===== src/rtl/fetch_queue.sv =====
// Instruction fetch queue: fetches one word per cycle into a DEPTH-entry FIFO and presents the oldest entry to decode.
// Optional same-cycle bypass of an empty queue is enabled by defining FETCH_QUEUE_BYPASS_EN.
module fetch_queue #(
   parameter int DEPTH   = 4,
   parameter int AWIDTH  = 16,
   parameter int IWIDTH  = 32,
   parameter int PCSTEP  = 4,
   parameter int RESETPC = 0
) (
   input  logic                       Clock,
   input  logic                       Reset,
   input  logic [IWIDTH-1:0]          InstrMem,
   output logic [AWIDTH-1:0]          InstrAddr,
   input  logic                       BranchTaken,
   input  logic [AWIDTH-1:0]          BranchAddr,
   input  logic                       Ready,
   output logic                       Valid,
   output logic [IWIDTH-1:0]          InstrOut,
   output logic [AWIDTH-1:0]          PCOut,
   output logic [$clog2(DEPTH+1)-1:0] Count
);

   localparam int PW = $clog2(DEPTH);
   localparam int CW = $clog2(DEPTH + 1);
   localparam logic [CW-1:0] DEPTHC = CW'(DEPTH);

   logic [IWIDTH-1:0] instrStore [DEPTH];
   logic [AWIDTH-1:0] pcStore    [DEPTH];
   logic [PW-1:0]     wrPtr, rdPtr;
   logic [CW-1:0]     count;
   logic              qValid, popQ, advance, push;

   // Handshake: a word leaves the queue only in a cycle where Valid and Ready are both high;
   // Valid never depends on Ready, and a redirect discards whatever pop was offered.
   assign qValid  = (count != '0);
   assign popQ    = qValid && Ready && !BranchTaken;
   assign advance = !BranchTaken && ((count < DEPTHC) || popQ);

`ifdef FETCH_QUEUE_BYPASS_EN
   logic bypassHit;
   assign bypassHit = (count == '0) && !BranchTaken && !Reset;
   // A bypassed word accepted by decode advances the PC but is never written.
   assign push = advance && !(bypassHit && Ready);

   always_comb begin
      Valid    = qValid;
      InstrOut = instrStore[rdPtr];
      PCOut    = pcStore[rdPtr];
      if (bypassHit) begin
         Valid    = 1'b1;
         InstrOut = InstrMem;
         PCOut    = InstrAddr;
      end
   end
`else
   assign push     = advance;
   assign Valid    = qValid;
   assign InstrOut = instrStore[rdPtr];
   assign PCOut    = pcStore[rdPtr];
`endif

   assign Count = count;

   always_ff @(posedge Clock) begin
      if (Reset) begin
         InstrAddr <= AWIDTH'(RESETPC);
         count     <= '0;
         wrPtr     <= '0;
         rdPtr     <= '0;
      end else if (BranchTaken) begin
         InstrAddr <= BranchAddr;
         count     <= '0;
         wrPtr     <= '0;
         rdPtr     <= '0;
      end else begin
         if (advance) InstrAddr <= InstrAddr + AWIDTH'(PCSTEP);
         if (push)    wrPtr     <= wrPtr + 1'b1;
         if (popQ)    rdPtr     <= rdPtr + 1'b1;
         case ({push, popQ})
            2'b10:   count <= count + 1'b1;
            2'b01:   count <= count - 1'b1;
            default: count <= count;
         endcase
      end
   end

   // Storage carries no reset; pointers and count alone define which entries are live.
   always_ff @(posedge Clock) begin
      if (push && !Reset) begin
         instrStore[wrPtr] <= InstrMem;
         pcStore[wrPtr]    <= InstrAddr;
      end
   end

endmodule

===== config.mk =====
export PLATFORM = sky130hd
export DESIGN_NAME = fetch_queue
export DESIGN_NICKNAME = d
export VERILOG_FILES = /design/src/rtl/fetch_queue.sv
export SDC_FILE = /design/constraint.sdc
export NUM_CORES = 1
export LEC_CHECK = 0
export CAP_MARGIN = 20
export CELL_PAD_IN_SITES_DETAIL_PLACEMENT = 1
export CELL_PAD_IN_SITES_GLOBAL_PLACEMENT = 2
export CORE_ASPECT_RATIO = 2
export CORE_MARGIN = 1.5
export CORE_UTILIZATION = 37
export CTS_CLUSTER_DIAMETER = 80
export CTS_CLUSTER_SIZE = 14
export DETAILED_ROUTE_END_ITERATION = 7
export PLACE_DENSITY = 0.84
export RECOVER_POWER = 50
export SKIP_CTS_REPAIR_TIMING = 1
export SYNTH_ARGS = -nofsm -noshare
export SYNTH_HDL_FRONTEND = slang
export SYNTH_SLANG_ARGS = --single-unit
export TNS_END_PERCENT = 30

===== constraint.sdc =====
create_clock -name Clock -period 2.3 [get_ports Clock]
set_clock_uncertainty 0.05 [all_clocks]
set_input_delay 0.23 -clock Clock [delete_from_list [all_inputs] [get_ports Clock]]
set_output_delay 0.23 -clock Clock [all_outputs]
set_load 0.05 [all_outputs]

==> flow_metrics.env, run 1 <==
export IMPL_cp_end_kind="output port"
export IMPL_grt_start_max_net_pins=49
export IMPL_gp_congestion=0.7453
export IMPL_cts_htree_levels=1
export IMPL_drive_above_1_share=0.2724
export IMPL_p_leak_nw=3.500
export IMPL_setup_violations=0
export IMPL_fin_crit_sh=0.9664
export IMPL_num_rows=77
export IMPL_drt_initial_drc_count=163
export IMPL_grt_use_total=0.1591
export IMPL_synth_ff_type="edfxtp_1"
export IMPL_finalWorstSetupSlack_ns=0.07739
export IMPL_critPathKind="reg2out"
export IMPL_final_cell_mix="192 x edfxtp_1, 59 x buf_4, 48 x mux4_2"
export IMPL_synth_top_area_share=0.6862
export IMPL_syn_inst=423
export IMPL_grt_pass1_wl_um=28020
export IMPL_yosysWarnings=0
export IMPL_grt_overflow=0
export IMPL_critPathMaxFanout=24
export IMPL_die_area_sq_um=23680
export IMPL_synth_cell_type_count=45
export IMPL_clk_pin_slew_ns=0.07
export IMPL_layoutNonFillerInstCount=856
export IMPL_min_period_ns=2.223
export IMPL_start_util=0.3792
export IMPL_cts_tree="done"
export IMPL_hp_class="in2reg"
export IMPL_synth_area_top_cells="edfxtp_1 69%, mux4_2 13%, dfxtp_1 6.0%"
export IMPL_dieWidth_um=109.6
export IMPL_required_ns=2.02
export IMPL_drv_slew=0
export IMPL_holdWs_ns=0.2565
export IMPL_fmax_mhz=449.9
export IMPL_tightest_slew_ns=0.6949
export IMPL_num_vias=4377
export IMPL_dr_wl_met3_um=566
export IMPL_synth_edf_count=192
export IMPL_synthesis_nets=482
export IMPL_grt_pass1_vias=4767
export IMPL_powerDensity_nw_per_um2=758.3
export IMPL_numClockSinks=217
export IMPL_core_area_sq_um=22160
export IMPL_wl_per_cell_um=21.76
export IMPL_postSynthAreaPerCell_sq_um=19.86
export IMPL_maxCapViolCount=0
export IMPL_netlist_area_sq_um=8402
export IMPL_cts_buffer_depth=3
export IMPL_wl_met2_um=10690
export IMPL_slew_headroom=0.5368
export IMPL_io_pins=120
export IMPL_viasPerCell=5.113
export IMPL_die_h_um=216.1
export IMPL_rsz0062_at_grt="no"
export IMPL_critPathLaunchType="flip-flop"
export IMPL_final_common_cell="edfxtp_1"
export IMPL_synth_area_leader_cell="edfxtp_1"
export IMPL_critical_path_arrival_ns=1.94
export IMPL_status="finished, final reports clean"
export IMPL_ys_seq_area_frac=0.7458
export IMPL_firstDrtPassIters=4
export IMPL_ys_ff_latch=217
export IMPL_ctsRootBufferMaster="clkbuf_16"
export IMPL_pre_cts_ws_ns=-0.1142
export IMPL_dp_cells=822
export IMPL_port_buffers=119
export IMPL_diodes=0
export IMPL_clk_latency_ns=0.48
export IMPL_antenna_found_initial=0
export IMPL_numCtsBuffers=19
export IMPL_wl_met1_um=6904
export IMPL_ir_drop_v=0.0004450
export IMPL_syn_to_final_growth_pct=26.02
export IMPL_post_dp_hpwl_um=12280
export IMPL_final_hold_viol_count=0
export IMPL_fin_nets=627
export IMPL_synthArstFlopShare=0
export IMPL_final_antenna_net_count=0
export IMPL_drcViolationCount=0
export IMPL_wirelength_um=18620
export IMPL_top_layer_used="met4"
power by group:
| group | total (mW) | leakage (nW) | switching (mW) | internal, mW |
|---|---|---|---|---|
| combinational | 0.709 | 1.29 | 0.439 | 0.270 |
| sequential | 4.46 | 1.96 | 0.0708 | 4.38 |
| clock | 2.86 | 0.254 | 1.31 | 1.56 |
| total | 8.03 | 3.50 | 1.82 | 6.21 |
Yosys cell counts (all sizes together), types with 7 or more instances:
master / number
edfxtp: 192
mux4: 48
dfxtp: 25
inv: 19
nor2: 13
a21oi: 11
clkbuf: 11
nand2: 11
buf: 10
a2111oi: 9
nor3: 7
routing by layer:
metal / vias up / track usage
met3: 25 / 0.01414
li1: 1984 / -
met2: 99 / 0.3002
met1: 2269 / 0.1808
met5: - / 0
met4: 0 / 0.05758
state kept, by name (all words and copies together) (netlist names), named ones only:
name / flops
Count: 3
InstrAddr: 16
instrStore: 128
pcStore: 64
rdPtr: 2
wrPtr: 2
worst max-delay path, stage by stage, from the launching register on:
cell	delay (ns)
dfxtp_4	0.40
clkbuf_16	0.26
mux4_2	0.57
buf_4	0.21
area by class of cell:
class	instances	area, sq um
timing repair buffer	145	1401
inverter	19	71.32
tap	276	345.3
multi-input combinational	166	1966
clock buffer	32	524.3
sequential	217	6271
fill	2130	11570
clock inverter	1	8.758
per-stage QoR:
step                      power, mW  instance area (sq um)  setup TNS, ns    util
after detailed placement      5.271                  10050        -0.1142  0.4534
after global routing          8.254                  10590              0  0.4778
after floorplan               4.929                   8404         -33.10       -
after global placement        5.247                  10050       -0.07794  0.4534
after CTS                     8.117                  10580        -0.7392  0.4774
final                         8.029                  10590              0  0.4778
path summary, 6_finish.rpt:
| kind | start | to | slack (ns) | cells after the start |
|---|---|---|---|---|
| hold reg to reg | InstrAddr[0] | pcStore[3][0] | 0.49 | 0 |
| setup / recovery | flip-flop | PCOut[11] | 0.08 | 3 |
| hold / removal | BranchAddr[2] | InstrAddr[2] | 0.26 | 3 |
| setup reg to reg | Count[2] | Count[2] | 0.29 | 8 |
kinds of logic after synthesis:
group / count (synthesis) / synth area share
flip-flops: 217 / 0.7458
AND/OR/NAND/NOR: 58 / 0.03813
multiplexers: 51 / 0.1322
buffers and inverters: 40 / 0.02070
AO/OA/AOI/OAI: 38 / 0.03932
XOR/XNOR: 12 / 0.01251
adder cells (fa/ha/maj): 7 / 0.01132
(Power assumes the default switching activity.)
==> inputs of run 2 (changes only) <==
Settings changed: CORE_UTILIZATION 37 to 30, PLACE_DENSITY 0.84 to 0.72.
==> run 2 against run 1 <==
Effect of this change: combinational power up 0.8%; maximum frequency fell by 0.30%; die area grew 23%; final cell count up 9.7%; first-iteration DRC count is 4.9% higher; largest power group unchanged.
==> flow_metrics.env, run 2 (synthesis gave the netlist of run 1 again) <==
export IMPL_p_leak_nw=3.523
export IMPL_ir_drop_v=0.0004088
export IMPL_grt_overflow=0
export IMPL_critPathMaxStageDelay_ns=0.93
export IMPL_cts_buffer_depth=3
export IMPL_port_buffers=119
export IMPL_wl_per_cell_um=20.77
export IMPL_antenna_found_initial=1
export IMPL_seq_area_sq_um=6271
export IMPL_num_rows=86
export IMPL_num_vias=4409
export IMPL_grt_pass1_wl_um=29050
export IMPL_cp_end_kind="output port"
export IMPL_clk_latency_ns=0.49
export IMPL_final_util=0.3876
export IMPL_drcViolationCount=0
export IMPL_drv_slew=0
export IMPL_crit_start="InstrAddr[8]"
export IMPL_hp_class="in2reg"
export IMPL_syn_to_final_growth_pct=27.09
export IMPL_dp_cells=900
export IMPL_finalPower_mw=8.041
export IMPL_viasPerCell=4.695
export IMPL_num_fill_cells=2777
export IMPL_critPathBufInv=1
export IMPL_fmax_mhz=448.6
export IMPL_drive_above_1_share=0.2747
export IMPL_critPathLaunchType="flip-flop"
export IMPL_cts_tree="done"
export IMPL_grt_use_total=0.1345
export IMPL_die_area_sq_um=29080
export IMPL_firstDrtPassIters=4
export IMPL_largest_register="instrStore"
export IMPL_final_common_cell="edfxtp_1"
export IMPL_fin_crit_sh=0.9693
export IMPL_min_from="BranchAddr[2]"
export IMPL_multiInputGateArea_sq_um=1962
export IMPL_io_pins=120
export IMPL_cts_htree_levels=1
export IMPL_grt_start_max_net_pins=49
export IMPL_numCtsBuffers=19
export IMPL_min_period_ns=2.229
export IMPL_numClockSinks=217
export IMPL_start_util=0.3050
export IMPL_holdWs_ns=0.2568
export IMPL_setup_violations=0
export IMPL_die_h_um=239.7
export IMPL_status="finished, final reports clean"
export IMPL_layoutNonFillerInstCount=939
export IMPL_gp_congestion=0.7391
export IMPL_largest_reg_flops=128
export IMPL_post_dp_hpwl_um=13350
export IMPL_dieWidth_um=121.3
export IMPL_core_area_sq_um=27550
export IMPL_tightest_slew_ns=0.5785
export IMPL_wirelength_um=19500
export IMPL_ctsRootBufferMaster="clkbuf_16"
export IMPL_crit_slowest_cell="clkdlybuf4s50_1"
export IMPL_rsz0062_at_grt="no"
export IMPL_grt_pass1_vias=4890
export IMPL_fin_nets=633
export IMPL_reg_top3="instrStore (128), pcStore (64), InstrAddr (16)"
export IMPL_drt_initial_drc_count=171
export IMPL_path_delay_family="buffers and inverters"
export IMPL_final_hold_viol_count=0
export IMPL_critPathMaxFanout=9
export IMPL_final_antenna_net_count=0
export IMPL_worstReg2RegStart="Count[2]"
export IMPL_crit_path_cell_trace="clkdlybuf4s50_1"
export IMPL_required_ns=2.02
export IMPL_critPathKind="reg2out"
export IMPL_clk_pin_slew_ns=0.07
export IMPL_critical_path_arrival_ns=1.95
export IMPL_final_cell_mix="192 x edfxtp_1, 67 x buf_4, 48 x mux4_2"
export IMPL_maxCapViolCount=0
export IMPL_slew_headroom=0.6143
export IMPL_powerDensity_nw_per_um2=753.1
run 2: cell types whose count changed in the layout (fill, tap and decap cells not counted):
cell,delta
and3_2,-3
buf_2,+2
clkbuf_1,-1
clkbuf_4,+2
diode_2,+1
or2_0,+1
clkbuf_2,-1
and3_1,+3
or2_2,-1
buf_12,-4
buf_4,+8
run 2: metrics by stage:
stage	cell area, sq um	setup WS, ns	TNS [ns]
floorplan	8404	-0.3424	-33.10
global placement	10140	-0.007367	-0.007367
detailed placement	10140	-0.04764	-0.04764
CTS	10680	-0.1285	-2.874
global route	10680	0.008819	0
finish	10680	0.07067	0
run 2: worst reg2reg max path, delay by kind of cell (launching register included):
kind / cells / cell delay, ns
xor gates and xnor gates: 1 / 0.16
DFF: 1 / 0.41
AOI/OAI and AO/OA: 1 / 0.14
and+or+nand+nor: 3 / 0.58
adders and majority gates: 2 / 0.56
buffers and inverters: 1 / 0.06
run 2: final cells by class:
| cell class | count | share of cell area |
|---|---|---|
| antenna | 1 | 0.0002344 |
| clock buffer | 32 | 0.04910 |
| sequential | 217 | 0.5873 |
| multi-input combinational | 166 | 0.1837 |
| inverter | 19 | 0.006679 |
| tap | 352 | 0.04125 |
| clock inverter | 1 | 0.0008203 |
| timing repair buffer | 151 | 0.1309 |
run 2: per-layer routing:
| metal | share of wire | GRT usage |
|---|---|---|
| met2 | 0.59 | 0.2652 |
| met1 | 0.34 | 0.1354 |
| met5 | 0 | 0 |
| met4 | 0.032 | 0.06203 |
| met3 | 0.035 | 0.01762 |
run 2: final timing paths:
| path | slack (ns) | depth (start not counted) | to |
|---|---|---|---|
| hold / removal | 0.26 | 3 | InstrAddr[2] |
| hold reg to reg | 0.47 | 2 | flip-flop |
| setup / recovery | 0.07 | 1 | InstrAddr[8] |
| setup reg to reg | 0.26 | 8 | Count[2] |
run 2: report_power, final:
| group | leakage (nW) | switching [mW] | internal (mW) |
|---|---|---|---|
| logic | 1.31 | 0.447 | 0.268 |
| registers | 1.96 | 0.0664 | 4.39 |
| clock network | 0.254 | 1.32 | 1.56 |
| total | 3.52 | 1.83 | 6.21 |
==> inputs of run 3 (changes only) <==
Settings changed: PLACE_DENSITY 0.72 to 0.69.
==> run 3 against run 2 <==
Effect of this change: via count decreased by 1.2%; global-route usage increased by 0.28 points; critical path type unchanged; register-to-register slack got worse by 0.04 ns; hold slack got worse by 0.0016 ns; die area unchanged; setup slack improved by 0.0018 ns.
==> flow_metrics.env, run 3 (synthesis gave the netlist of run 1 again) <==
export IMPL_dieWidth_um=121.3
export IMPL_fin_nets=628
export IMPL_worstReg2RegStart="Count[2]"
export IMPL_post_dp_hpwl_um=13130
export IMPL_firstDrtPassIters=4
export IMPL_min_period_ns=2.228
export IMPL_grt_overflow=0
export IMPL_reg_top3="instrStore (128), pcStore (64), InstrAddr (16)"
export IMPL_critPathKind="reg2out"
export IMPL_wl_per_cell_um=20.80
export IMPL_gp_congestion=0.7739
export IMPL_final_antenna_net_count=0
export IMPL_grt_pass1_vias=5112
export IMPL_cts_buffer_depth=3
export IMPL_wl_met1_um=6607
export IMPL_drt_initial_drc_count=187
export IMPL_num_vias=4357
export IMPL_dr_wl_met3_um=602
export IMPL_core_area_sq_um=27550
export IMPL_die_h_um=239.7
export IMPL_slew_headroom=0.4572
export IMPL_viasPerCell=4.700
export IMPL_hold_path_endpoint="InstrAddr[2]"
export IMPL_cp_end_kind="output port"
export IMPL_die_area_sq_um=29080
export IMPL_finalPower_mw=8.079
export IMPL_io_pins=120
export IMPL_wl_met2_um=11460
export IMPL_critPathMaxFanout=31
export IMPL_largest_reg_flops=128
export IMPL_largest_register="instrStore"
export IMPL_setup_violations=0
export IMPL_num_rows=86
export IMPL_ir_drop_v=0.0003535
export IMPL_syn_to_final_growth_pct=26.58
export IMPL_final_cell_area_sq_um=10640
export IMPL_port_buffers=119
export IMPL_required_ns=2.02
export IMPL_final_util=0.3861
export IMPL_min_from="BranchAddr[2]"
export IMPL_grt_pass1_wl_um=29700
export IMPL_layoutNonFillerInstCount=927
export IMPL_critPathLaunchType="flip-flop"
export IMPL_wirelength_um=19280
export IMPL_p_leak_nw=3.494
export IMPL_cts_htree_levels=1
export IMPL_clk_latency_ns=0.49
export IMPL_place_area_sq_um=10140
export IMPL_drcViolationCount=0
export IMPL_reg2reg_depth=8
export IMPL_numClockSinks=217
export IMPL_clk_pin_slew_ns=0.07
export IMPL_num_fill_cells=2785
export IMPL_drv_slew=0
export IMPL_diodes=0
export IMPL_powerDensity_nw_per_um2=759.7
export IMPL_grt_start_max_net_pins=49
export IMPL_fin_crit_sh=0.9685
export IMPL_timing_rr_end="Count[2]"
export IMPL_drive_above_1_share=0.2713
export IMPL_fmax_mhz=448.9
export IMPL_antenna_found_initial=1
export IMPL_ctsRootBufferMaster="clkbuf_16"
export IMPL_critical_path_arrival_ns=1.95
export IMPL_status="finished, final reports clean"
export IMPL_dp_cells=900
export IMPL_tightest_slew_ns=0.8142
export IMPL_top_layer_used="met4"
export IMPL_r2r_slack_ns=0.22
export IMPL_final_hold_viol_count=0
export IMPL_hold_depth=3
export IMPL_maxCapViolCount=0
export IMPL_hp_class="in2reg"
export IMPL_final_common_cell="edfxtp_1"
export IMPL_numCtsBuffers=19
export IMPL_cts_tree="done"
export IMPL_final_cell_mix="192 x edfxtp_1, 59 x buf_4, 48 x mux4_2"
export IMPL_grt_use_total=0.1373
export IMPL_start_util=0.3050
==> run 3: cell types whose count changed in the layout (fill, tap and decap cells not counted), sizes merged <==
cell	before	now
bufinv	0	1
clkbuf	38	33
diode	1	0
buf	76	69
clkinv	0	1
inv	20	19
==> run 3: layout make-up <==
cell class	instances	area (sq um)	share of cell area
timing repair buffer	146	1358	0.1276
clock inverter	2	35.03	0.003294
clock buffer	25	498.0	0.04682
sequential	217	6271	0.5896
tap	352	440.4	0.04141
multi-input combinational	166	1962	0.1845
inverter	19	71.32	0.006706
==> run 3: how the worst max path moves through the flow <==
stage                       endpoint  slack [ns]
detailed placement          Count[2]       -0.07
floorplan           instrStore[2][0]       -0.34
global route                PCOut[7]      -0.004
CTS                      InstrOut[9]       -0.04
global placement            Count[2]        0.01
finish                      PCOut[7]        0.07
==> run 3: per-layer routing <==
layer,vias up,GRT usage
met5,-,0
met4,0,0.05847
met3,35,0.01881
met2,89,0.2782
met1,2251,0.1331
li1,1982,-
==> run 3: report_power, final <==
part           leakage, nW  total [mW]  switching, mW  internal, mW
combinational         1.28       0.712          0.445         0.266
clock                0.259        2.92           1.30          1.62
sequential            1.96        4.45         0.0654          4.39
total                 3.49        8.08           1.81          6.27
==> run 3: worst max-delay path: stages (launching register included) <==
cell	delay [ns]
dfxtp_4	0.38
buf_16	0.25
mux4_2	0.60
buf_4	0.22
==> run 3: metrics by stage <==
stage | worst slack (ns) | TNS (ns) | hold slack [ns]
final | 0.07244 | 0 | 0.2553
after global routing | -0.004294 | -0.004294 | 0.2674
after CTS | -0.03777 | -0.1331 | 0.2382
after detailed placement | -0.06748 | -0.06748 | 0.4615
after global placement | 0.01344 | 0 | 0.4549
after floorplan | -0.3424 | -33.10 | 0.2789
